### config.mk
export PLATFORM = sky130hd
export DESIGN_NAME = power_op_issuer
export DESIGN_NICKNAME = d
export VERILOG_FILES = /design/src/rtl/power_op_pkg.sv /design/src/rtl/power_op_fifo.sv /design/src/rtl/power_op_issuer.sv
export SDC_FILE = /design/constraint.sdc
export NUM_CORES = 1
export LEC_CHECK = 0
export BUFFER_PORTS_ARGS = -buffer_cell sky130_fd_sc_hd__buf_2
export CAP_MARGIN = 20
export CORE_UTILIZATION = 40
export CTS_BUF_LIST = sky130_fd_sc_hd__clkbuf_4 sky130_fd_sc_hd__clkbuf_8
export CTS_CLUSTER_SIZE = 28
export DETAILED_ROUTE_END_ITERATION = 12
export SLEW_MARGIN = 20
export SYNTH_ARGS = -nofsm -noshare
export SYNTH_HDL_FRONTEND = slang
export SYNTH_SLANG_ARGS = --single-unit
### constraint.sdc
create_clock -name clk -period 4.7 [get_ports clk]
set_input_delay 0.94 -clock clk [delete_from_list [all_inputs] [get_ports clk]]
set_output_delay 0.94 -clock clk [all_outputs]
set_load 0.1 [all_outputs]
### src/rtl/power_op_pkg.sv
// Shared types for the power-op issuer: operand record, FSM states and scalar packing.
// No logic; the latency and backpressure behaviour live in power_op_fifo and power_op_issuer.
// Widths here are the defaults the top level checks its parameters against.
package power_op_pkg;

    localparam int DEF_FIELD_W     = 8;
    localparam int DEF_SCALAR_SIZE = 3 * DEF_FIELD_W;
    localparam int DEF_TAG_W       = 4;

    localparam int N_LSB  = 0;
    localparam int IT_LSB = DEF_FIELD_W;
    localparam int I_LSB  = 2 * DEF_FIELD_W;

    typedef struct packed {
        logic [DEF_FIELD_W-1:0] i;
        logic [DEF_FIELD_W-1:0] it;
        logic [DEF_FIELD_W-1:0] n;
        logic [DEF_TAG_W-1:0]   tag;
    } power_op_t;

    typedef enum logic [1:0] {
        ST_IDLE,
        ST_ISSUE,
        ST_WAIT,
        ST_RESPOND
    } issuer_state_e;

    function automatic logic [DEF_SCALAR_SIZE-1:0] pack_scalar(input power_op_t op);
        logic [DEF_SCALAR_SIZE-1:0] s;
        s = '0;
        s[I_LSB  +: DEF_FIELD_W] = op.i;
        s[IT_LSB +: DEF_FIELD_W] = op.it;
        s[N_LSB  +: DEF_FIELD_W] = op.n;
        return s;
    endfunction

endpackage

### src/rtl/power_op_fifo.sv
// DEPTH-entry FIFO of power_op_t with count, full and empty flags.
// Write visible at the head one cycle after push; read data is the combinational head.
// Push while full and pop while empty are ignored; no bypass from push to pop.
module power_op_fifo
    import power_op_pkg::*;
#(
    parameter int DEPTH = 4
) (
    input  logic                   clk,
    input  logic                   reset,
    input  logic                   push,
    input  power_op_t              wr_data,
    input  logic                   pop,
    output power_op_t              rd_data,
    output logic                   full,
    output logic                   empty,
    output logic [$clog2(DEPTH):0] count
);

    localparam int PTR_W = $clog2(DEPTH);
    localparam int CNT_W = PTR_W + 1;

    power_op_t        mem [DEPTH];
    logic [PTR_W-1:0] wr_ptr;
    logic [PTR_W-1:0] rd_ptr;
    logic             push_ok;
    logic             pop_ok;

    assign full    = (count == CNT_W'(DEPTH));
    assign empty   = (count == '0);
    assign push_ok = push && !full;
    assign pop_ok  = pop && !empty;
    assign rd_data = mem[rd_ptr];

    always_ff @(posedge clk) begin
        if (push_ok) begin
            mem[wr_ptr] <= wr_data;
        end
    end

    // DEPTH is a power of two, so natural pointer overflow is the modulo wrap.
    always_ff @(posedge clk or posedge reset) begin
        if (reset) begin
            wr_ptr <= '0;
            rd_ptr <= '0;
            count  <= '0;
        end else begin
            if (push_ok) begin
                wr_ptr <= wr_ptr + 1'b1;
            end
            if (pop_ok) begin
                rd_ptr <= rd_ptr + 1'b1;
            end
            case ({push_ok, pop_ok})
                2'b10:   count <= count + 1'b1;
                2'b01:   count <= count - 1'b1;
                default: count <= count;
            endcase
        end
    end

endmodule

### src/rtl/power_op_issuer.sv
// Queues power-op requests and issues them one at a time to the scalar-field calculator.
// Idle accept to calc_start is 2 cycles; response is valid CALC_LATENCY+3 cycles after accept.
// req_ready drops when the queue is full; a held response stalls all further issue.
module power_op_issuer
    import power_op_pkg::*;
#(
    parameter int WIDTH        = 32,
    parameter int SCALAR_SIZE  = DEF_SCALAR_SIZE,
    parameter int FIELD_W      = DEF_FIELD_W,
    parameter int DEPTH        = 4,
    parameter int CALC_LATENCY = 2,
    parameter int TAG_W        = DEF_TAG_W
) (
    input  logic                   clk,
    input  logic                   reset,
    input  logic                   req_valid,
    output logic                   req_ready,
    input  logic [FIELD_W-1:0]     req_i,
    input  logic [FIELD_W-1:0]     req_it,
    input  logic [FIELD_W-1:0]     req_n,
    input  logic [TAG_W-1:0]       req_tag,
    output logic [SCALAR_SIZE-1:0] scalar_field,
    output logic                   calc_start,
    input  logic [WIDTH-1:0]       calc_result,
    output logic                   rsp_valid,
    input  logic                   rsp_ready,
    output logic [WIDTH-1:0]       rsp_result,
    output logic [TAG_W-1:0]       rsp_tag,
    output logic                   rsp_zero_exp,
    output logic                   busy
);

    if (SCALAR_SIZE != 3 * FIELD_W) begin : g_chk_scalar
        $error("power_op_issuer: SCALAR_SIZE must equal 3*FIELD_W");
    end
    if (FIELD_W != DEF_FIELD_W || TAG_W != DEF_TAG_W) begin : g_chk_pkg
        $error("power_op_issuer: FIELD_W/TAG_W must match power_op_pkg");
    end
    if (DEPTH < 2 || (DEPTH & (DEPTH - 1)) != 0) begin : g_chk_depth
        $error("power_op_issuer: DEPTH must be a power of two >= 2");
    end
    if (CALC_LATENCY < 1) begin : g_chk_lat
        $error("power_op_issuer: CALC_LATENCY must be >= 1");
    end

    localparam int LAT_W = $clog2(CALC_LATENCY + 1);

    issuer_state_e          state_q;
    issuer_state_e          state_d;
    power_op_t              op_q;
    power_op_t              fifo_wr;
    power_op_t              fifo_rd;
    logic                   fifo_push;
    logic                   fifo_pop;
    logic                   fifo_full;
    logic                   fifo_empty;
    logic [$clog2(DEPTH):0] fifo_count;
    logic [LAT_W-1:0]       lat_q;
    logic                   capture;
    logic [WIDTH-1:0]       rsp_result_q;
    logic                   rsp_zero_q;

    assign req_ready = !fifo_full;
    assign fifo_push = req_valid && req_ready;
    assign fifo_wr   = '{i: req_i, it: req_it, n: req_n, tag: req_tag};

    power_op_fifo #(
        .DEPTH (DEPTH)
    ) u_fifo (
        .clk     (clk),
        .reset   (reset),
        .push    (fifo_push),
        .wr_data (fifo_wr),
        .pop     (fifo_pop),
        .rd_data (fifo_rd),
        .full    (fifo_full),
        .empty   (fifo_empty),
        .count   (fifo_count)
    );

    always_comb begin
        state_d    = state_q;
        fifo_pop   = 1'b0;
        capture    = 1'b0;
        calc_start = 1'b0;
        rsp_valid  = 1'b0;
        case (state_q)
            ST_IDLE: begin
                if (!fifo_empty) begin
                    fifo_pop = 1'b1;
                    state_d  = ST_ISSUE;
                end
            end
            ST_ISSUE: begin
                calc_start = 1'b1;
                state_d    = ST_WAIT;
            end
            ST_WAIT: begin
                if (lat_q == '0) begin
                    capture = 1'b1;
                    state_d = ST_RESPOND;
                end
            end
            ST_RESPOND: begin
                rsp_valid = 1'b1;
                if (rsp_ready) begin
                    state_d = ST_IDLE;
                end
            end
            default: state_d = ST_IDLE;
        endcase
    end

    // op_q only changes on a pop, so scalar_field and rsp_tag hold from ISSUE through IDLE.
    always_ff @(posedge clk or posedge reset) begin
        if (reset) begin
            state_q      <= ST_IDLE;
            op_q         <= '0;
            lat_q        <= '0;
            rsp_result_q <= '0;
            rsp_zero_q   <= 1'b0;
        end else begin
            state_q <= state_d;
            if (fifo_pop) begin
                op_q <= fifo_rd;
            end
            if (state_q == ST_ISSUE) begin
                lat_q <= LAT_W'(CALC_LATENCY - 1);
            end else if (state_q == ST_WAIT && lat_q != '0) begin
                lat_q <= lat_q - 1'b1;
            end
            if (capture) begin
                rsp_result_q <= calc_result;
                rsp_zero_q   <= (op_q.n == '0);
            end
        end
    end

    assign scalar_field = pack_scalar(op_q);
    assign rsp_result   = rsp_result_q;
    assign rsp_tag      = op_q.tag;
    assign rsp_zero_exp = rsp_zero_q;
    assign busy         = (state_q != ST_IDLE) || (fifo_count != '0);

endmodule

==> impl_metrics.toml, run 1 <==
[timing]
tns_ns = 0
fin_skew_ns = 0.00915
finalCritPeriodShare_pct = 63.6
setup_violations = 0
final_max_slew_viol_count = 0
timing.slew.headroom_pct = 46.4
finalCriticalPeriod_ns = 2.99
worstMarginPinSlew_ns = 0.805
max_freq_ghz = 0.335
grt_setup_unrepaired = "no"
timing_hold_violations_final = 0

[critical_path]
required_ns = 3.76
cp-end-kind = "primary output"
criticalPathCategory = "reg2out"
r2r_cells = 11
path_max_fanout = 4
cp.arrival_ns = 2.05
start_kind = "register"
r2r_start = "state_q[1]"
crit_start = "state_q[1]"

[clock_network]
clkSinkCount = 184
cts_buffers = 17
htreeDepth = 4
path_clk_slew_ns = 0.09
clockRootBuffer = "clkbuf_8"
post_cts_buffers = 0
cts_tree = "done"
worstSkewPairLatency_ns = 0.45
hold_buffers = 0
clk_path_buf_depth = 2
cts-resized-gates = 0

[die]
die_x_um = 134
core_area_mm2 = 0.0172
std_cell_rows = 48
ios = 129
dieArea_mm2 = 0.0181
start_util_pct = 40.8
die_h_um = 134

[grt]
grt_pass1_vias = 3946
antenna_found_initial = 3
grt_pass1_wl_mm = 21.0
grt_max_degree = 39
overflow = 0
grt_use_total_pct = 15.7

[logic_synthesis]
netlist_instances = 403
synthesis.nets = 479
synth_cell_types = 26
yosysWarnings = 0
synth_area_leaders = "edfxtp_1 48%, dfrtp_1 26%, mux4_2 9.0%"
syn_area_per_cell_um2 = 17.4
netlist_area_mm2 = 0.00701
yosysSeqAreaShare_pct = 73.7
synth_top_area_share_pct = 48.0
ys_seq_elements = 184
yosys.area.top_type = "edfxtp_1"

[status]
outcome = "complete, no violations"

[route]
drtIter0Drc = 179
vias = 3741
wire_per_inst_um = 17.0
drt_wl_total_mm = 13.3
ant_nets = 0
via_per_inst = 4.80
drt-pass1-iter-count = 4
drc = 0

[finish]
nets = 617
fill_cells = 1518
drive_gt1_share_pct = 43.3
syn2layout_area_growth_pct = 18.8
fin_util_pct = 48.5

[placement]
io_buffers = 128
dpl.hpwl_mm = 8.43
gp_congestion = 0.738

[worst_hold_path]
hold_path_startpoint = "rsp_tag[1]"
min_path_type = "reg2reg"
hold_path_depth = 2

[flow_run]
max_cap_viol_count = 0
==> worst max-delay path: stages, from the launching register on <==
cell and delay (ns):
dfrtp_1 0.43, inv_1 0.13, ha_1 0.23, or4b_4 0.50
buf_2 0.31
==> placed cells by master, fill, tap and decap left out, drive strengths merged <==
| cell | netlist | routed |
|---|---|---|
| a211oi | 1 | 1 |
| and2 | 1 | 1 |
| and3 | 4 | 4 |
| buf | 10 | 134 |
| bufinv | 0 | 2 |
| clkbuf | 5 | 19 |
| clkinv | 0 | 3 |
| clkinvlp | 0 | 5 |
| dfrtp | 72 | 72 |
| diode | 0 | 1 |
| edfxtp | 112 | 112 |
| fa | 1 | 1 |
| ha | 11 | 11 |
| inv | 14 | 17 |
| mux2 | 34 | 34 |
| mux4 | 28 | 28 |
| nand2 | 89 | 89 |
| nand2b | 1 | 1 |
| nor2 | 2 | 2 |
| nor2b | 1 | 1 |
| nor4 | 2 | 2 |
| o21ai | 3 | 3 |
| o221a | 1 | 1 |
| o31ai | 1 | 1 |
| o32a | 1 | 1 |
| or3b | 1 | 1 |
| or4b | 1 | 1 |
| xnor2 | 5 | 5 |
| xor2 | 2 | 2 |
==> state kept, by name (all words and copies together), names as in the netlist <==
signal / flops
lat_q: 2
u_fifo.rd_ptr: 2
state_q: 2
rsp_zero_exp: 1
u_fifo.mem: 112
rsp_result: 32
u_fifo.wr_ptr: 2
rsp_tag: 4
scalar_field: 24
u_fifo.count: 3
==> synthesized netlist by cell type <==
cell,number
mux4_2,28
fa_1,1
nand2_1,89
nor4_1,2
mux2_2,33
o31ai_1,1
buf_2,10
dfrtp_1,72
o221a_4,1
and3_1,4
inv_1,14
edfxtp_1,112
xor2_1,2
mux2_4,1
xnor2_1,5
nor2_1,2
and2_4,1
clkbuf_1,5
or3b_4,1
or4b_4,1
nand2b_1,1
o21ai_0,3
o32a_2,1
ha_1,11
a211oi_1,1
nor2b_1,1
==> per-layer routing <==
layer	up-vias	global-route usage [%]	share of wire [%]
li1	1739	-	-
met1	1849	19.8	44
met2	134	26.0	48
met3	17	4.72	6.4
met4	2	5.43	1.4
met5	-	0	0.12
==> worst paths after layout <==
kind,end,slack [ns]
worst max register to register,u_fifo.count[2],2.35
worst min-delay path,rsp_tag[1],0.48
worst max-delay path,busy,1.71
worst min register to register,rsp_tag[1],0.48
min in group asynchronous,rsp_result[6],0.57
max in group asynchronous,rsp_result[2],3.20
==> cells by family after synthesis <==
family                     synth area share (%)
xor gates and xnor gates                  0.875
AOI/OAI and AO/OA                         0.875
and+or+nand+nor                            6.07
DFF                                        73.7
buffers and inverters                      1.73
adders and majority gates                  2.25
muxes                                      14.5
==> layout make-up <==
class,count,area (um^2),area share [%]
inverters,14,53.8,0.646
repair buffers,134,686,8.24
clock inverters,13,145,1.74
multi-input cells,190,1740,20.9
clock buffers,19,249,2.99
flip-flops and latches,184,5170,62.1
well taps,225,282,3.38
diodes,1,2.50,0.0301
==> per-stage QoR <==
step	setup WS (ns)	std cells	hold slack, ns	instance area (um^2)
floorplan	1.94	403	0.480	7010
global placement	2.24	747	0.456	7930
detailed placement	2.20	747	0.457	7930
CTS	1.66	779	0.485	8320
global route	1.61	779	0.503	8320
finish	1.71	780	0.479	8330
Power of run 1 is left out: the tool's default activity adds up to more than one toggle a clock period on the data nets, which glitch-free logic cannot reach.
==> run 2: changes to the inputs <==
- clock period: 4.7 -> 3 ns (I/O delays scaled with it)
==> run 2 against run 1 <==
Compared with the run above: utilization is 0.22 points higher; routed wire length is 0.32% lower; critical endpoint unchanged; clock skew is 0.0022 ns higher; non-clock buffer count is 1 higher; worst setup slack worse by 1.3 ns; largest cell class unchanged.
==> impl_metrics.toml, run 2 (synthesis gave the netlist of run 1 again) <==
[placement]
dp_slack_ns = 0.773
io_buffers = 128
dpl.hpwl_mm = 8.48
gp_congestion = 0.759

[finish]
fill_cells = 1521
top_register = "u_fifo.mem"
nets = 618
drive_gt1_share_pct = 43.2
ff_latch_area_mm2 = 0.00517
largest_reg_flops = 112
fin_util_pct = 48.7
multi_input_comb_area_mm2 = 0.00174
final_common_cell = "buf_2"
layout_common_cells = "128 x buf_2, 112 x edfxtp_1, 89 x nand2_1"
syn2layout_area_growth_pct = 19.3

[critical_path]
max_stage_delay_ns = 0.50
cp.arrival_ns = 2.03
criticalPathCategory = "reg2out"
required_ns = 2.40
cp-end-kind = "primary output"
start_kind = "register"
worst-path-buf-inv = 2
crit_slowest_cell = "or4b_4"
crit_chain = "inv_1, ha_1, or4b_4, buf_2"
path_delay_family = "simple AND/OR/NAND/NOR gates"
path_max_fanout = 4

[timing]
fin_skew_ns = 0.0114
fin_ws_ns = 0.368
timing.slew.headroom_pct = 46.7
max_freq_ghz = 0.380
worstMarginPinSlew_ns = 0.800
finalCriticalPeriod_ns = 2.63
setup_violations = 0
hold_ws_ns = 0.261
tns_ns = 0
final_max_slew_viol_count = 0
grt_setup_unrepaired = "no"
timing_hold_violations_final = 0
finalCritPeriodShare_pct = 87.7

[route]
ant_nets = 0
drt-pass1-iter-count = 4
wire_per_inst_um = 16.9
via_per_inst = 4.76
drc = 0
vias = 3716
drt_wl_total_mm = 13.2
drtIter0Drc = 140

[clock_network]
cts-resized-gates = 0
clkSinkCount = 184
worstSkewPairLatency_ns = 0.44
post_cts_buffers = 0
path_clk_slew_ns = 0.09
cts_buffers = 17
htreeDepth = 4
clockRootBuffer = "clkbuf_8"
hold_buffers = 0
cts_tree = "done"
clk_path_buf_depth = 2

[status]
outcome = "complete, no violations"

[die]
core_area_mm2 = 0.0172
std_cell_rows = 48
dieArea_mm2 = 0.0181
start_util_pct = 40.8
die_h_um = 134
ios = 129
die_x_um = 134

[grt]
grt_pass1_vias = 3995
antenna_found_initial = 3
grt_pass1_wl_mm = 21.3
top_usage_layer = "met2"
overflow = 0
grt_use_total_pct = 15.9
grt_use_met2_pct = 26.2
grt_max_degree = 45
met1_usage_pct = 20.4
use_met3_pct = 4.23

[flow_run]
max_cap_viol_count = 0

[worst_hold_path]
min_path_type = "in2async"
[run 2: worst paths after layout]
path	startpoint	endpoint	slack, ns	cells after the start
worst min-delay path	reset	rsp_result[25]	0.26	2
worst max register to register	u_fifo.count[1]	u_fifo.count[2]	0.76	9
worst min register to register	rsp_tag[2]	rsp_tag[2]	0.48	2
worst max-delay path	state_q[0]	busy	0.37	4
min in group clk	req_n[0]	u_fifo.mem[0][4]	0.37	1
max in group asynchronous	reset	rsp_result[3]	2.00	3
[run 2: cell type report]
cell class	instances	area share, %
Timing Repair Buffer	135	8.44
Clock inverter	12	1.78
Sequential cell	184	61.8
Inverter	14	0.643
Multi-Input combinational cell	190	20.8
Antenna cell	1	0.0299
Clock buffer	20	3.14
Tap cell	225	3.37
[run 2: metrics by stage]
stage,instances,area (um^2)
2_1_floorplan,403,7010
3_3_place_gp,748,7950
3_5_place_dp,748,7950
4_1_cts,780,8360
5_1_grt,780,8360
6_report,781,8360
[run 2: metal layers]
| layer | up-vias | share of wire [%] |
|---|---|---|
| met5 | - | 0.14 |
| met4 | 2 | 1.3 |
| met3 | 14 | 6.2 |
| met2 | 135 | 48 |
| met1 | 1823 | 45 |
| li1 | 1742 | - |
Power of run 2 is left out for the same reason.
==> run 3: changes to the inputs <==
- CORE_UTILIZATION: 40 -> 50
- PLACE_DENSITY: not set -> 0.73
==> run 3 against run 2 <==
Compared with the run above: via count is 1.2% higher; non-clock buffer count is 6 higher; register-to-register slack worse by 0.02 ns; highest routed layer is now met4.
==> impl_metrics.toml, run 3 (synthesis gave the netlist of run 1 again) <==
[grt]
top_usage_layer = "met2"
overflow = 0
grt_use_total_pct = 18.7
grt_pass1_wl_mm = 19.9
use_met3_pct = 5.61
grt_max_degree = 38
met1_usage_pct = 22.3
grt_use_met2_pct = 32.6
grt_pass1_vias = 3964
antenna_found_initial = 1

[clock_network]
path_clk_slew_ns = 0.08
post_cts_buffers = 0
cts-resized-gates = 0
hold_buffers = 0
clk_path_buf_depth = 2
worstSkewPairLatency_ns = 0.43
cts_tree = "done"
clkSinkCount = 184
clockRootBuffer = "clkbuf_8"
htreeDepth = 4
cts_buffers = 17

[timing]
tns_ns = 0
grt_setup_unrepaired = "no"
max_freq_ghz = 0.381
worstMarginPinSlew_ns = 0.685
timing.slew.headroom_pct = 54.4
finalCriticalPeriod_ns = 2.62
fin_skew_ns = 0.00511
timing_hold_violations_final = 0
setup_violations = 0
final_max_slew_viol_count = 0
finalCritPeriodShare_pct = 87.5

[critical_path]
crit_chain = "inv_1, ha_1, or4b_4, buf_2"
crit_slowest_cell = "or4b_4"
crit_path_end = "busy"
path_delay_family = "simple AND/OR/NAND/NOR gates"
required_ns = 2.40
criticalPathCategory = "reg2out"
max_stage_delay_ns = 0.50
worst-path-buf-inv = 2
cp-end-kind = "primary output"
r2r_end = "u_fifo.count[2]"
cp_num_cells = 4
cp.arrival_ns = 2.02
r2r_cells = 9
start_kind = "register"
path_max_fanout = 4
r2r_start = "u_fifo.count[1]"
ff2ff_setup_slack_ns = 0.74
crit_start = "state_q[0]"

[route]
vias = 3761
wire_per_inst_um = 17.0
via_per_inst = 5.10
drtIter0Drc = 135
drt_wl_total_mm = 12.5
drt-pass1-iter-count = 4
drc = 0
ant_nets = 0

[placement]
gp_congestion = 0.701
dp.cells = 705
dpl.hpwl_mm = 8.19
io_buffers = 128

[finish]
top_register = "u_fifo.mem"
layout_common_cells = "128 x buf_2, 112 x edfxtp_1, 89 x nand2_1"
multi_input_comb_area_mm2 = 0.00174
fill_cells = 1032
largest_reg_flops = 112
syn2layout_area_growth_pct = 18.4
drive_gt1_share_pct = 43.1
ff_latch_area_mm2 = 0.00517
nets = 624
fin_cells = 738
final_common_cell = "buf_2"

[die]
std_cell_rows = 42
die_h_um = 120
die_x_um = 120
core_area_mm2 = 0.0135
dieArea_mm2 = 0.0145
ios = 129
start_util_pct = 52.1

[worst_hold_path]
min_path_type = "in2async"

[flow_run]
max_cap_viol_count = 0

[status]
outcome = "complete, no violations"
==> run 3: layout make-up <==
type,count,share of cell area (%)
clock inverters,8,1.18
well taps,176,2.65
repair buffers,141,8.89
multi-input cells,190,20.9
clock buffers,24,3.45
inverters,14,0.648
diodes,1,0.0301
flip-flops and latches,184,62.2
==> run 3: worst min-delay path by stage <==
stage / start / end / slack [ns]
after floorplan: u_fifo.count[2] / u_fifo.count[2] / 0.48
after global placement: rsp_tag[1] / rsp_tag[1] / 0.45
after detailed placement: scalar_field[10] / scalar_field[10] / 0.46
after CTS: reset / rsp_result[3] / 0.22
after global routing: reset / rsp_result[3] / 0.24
final: reset / rsp_result[8] / 0.23
==> run 3: per-layer routing <==
| layer | vias up | routed length (um) |
|---|---|---|
| li1 | 1748 | - |
| met1 | 1878 | 5320 |
| met5 | - | 0 |
| met2 | 125 | 6330 |
| met4 | 0 | 125 |
| met3 | 10 | 773 |
==> run 3: stage by stage <==
stage | worst slack (ns) | hold WS (ns) | util (%) | area [um^2]
4_1_cts | 0.341 | 0.220 | 61.7 | 8300
3_3_place_gp | 0.834 | 0.454 | 58.8 | 7920
6_report | 0.375 | 0.226 | 61.7 | 8300
2_1_floorplan | 0.575 | 0.480 | - | 7010
5_1_grt | 0.269 | 0.240 | 61.7 | 8300
3_5_place_dp | 0.754 | 0.457 | 58.8 | 7920
Power of run 3 is left out for the same reason.
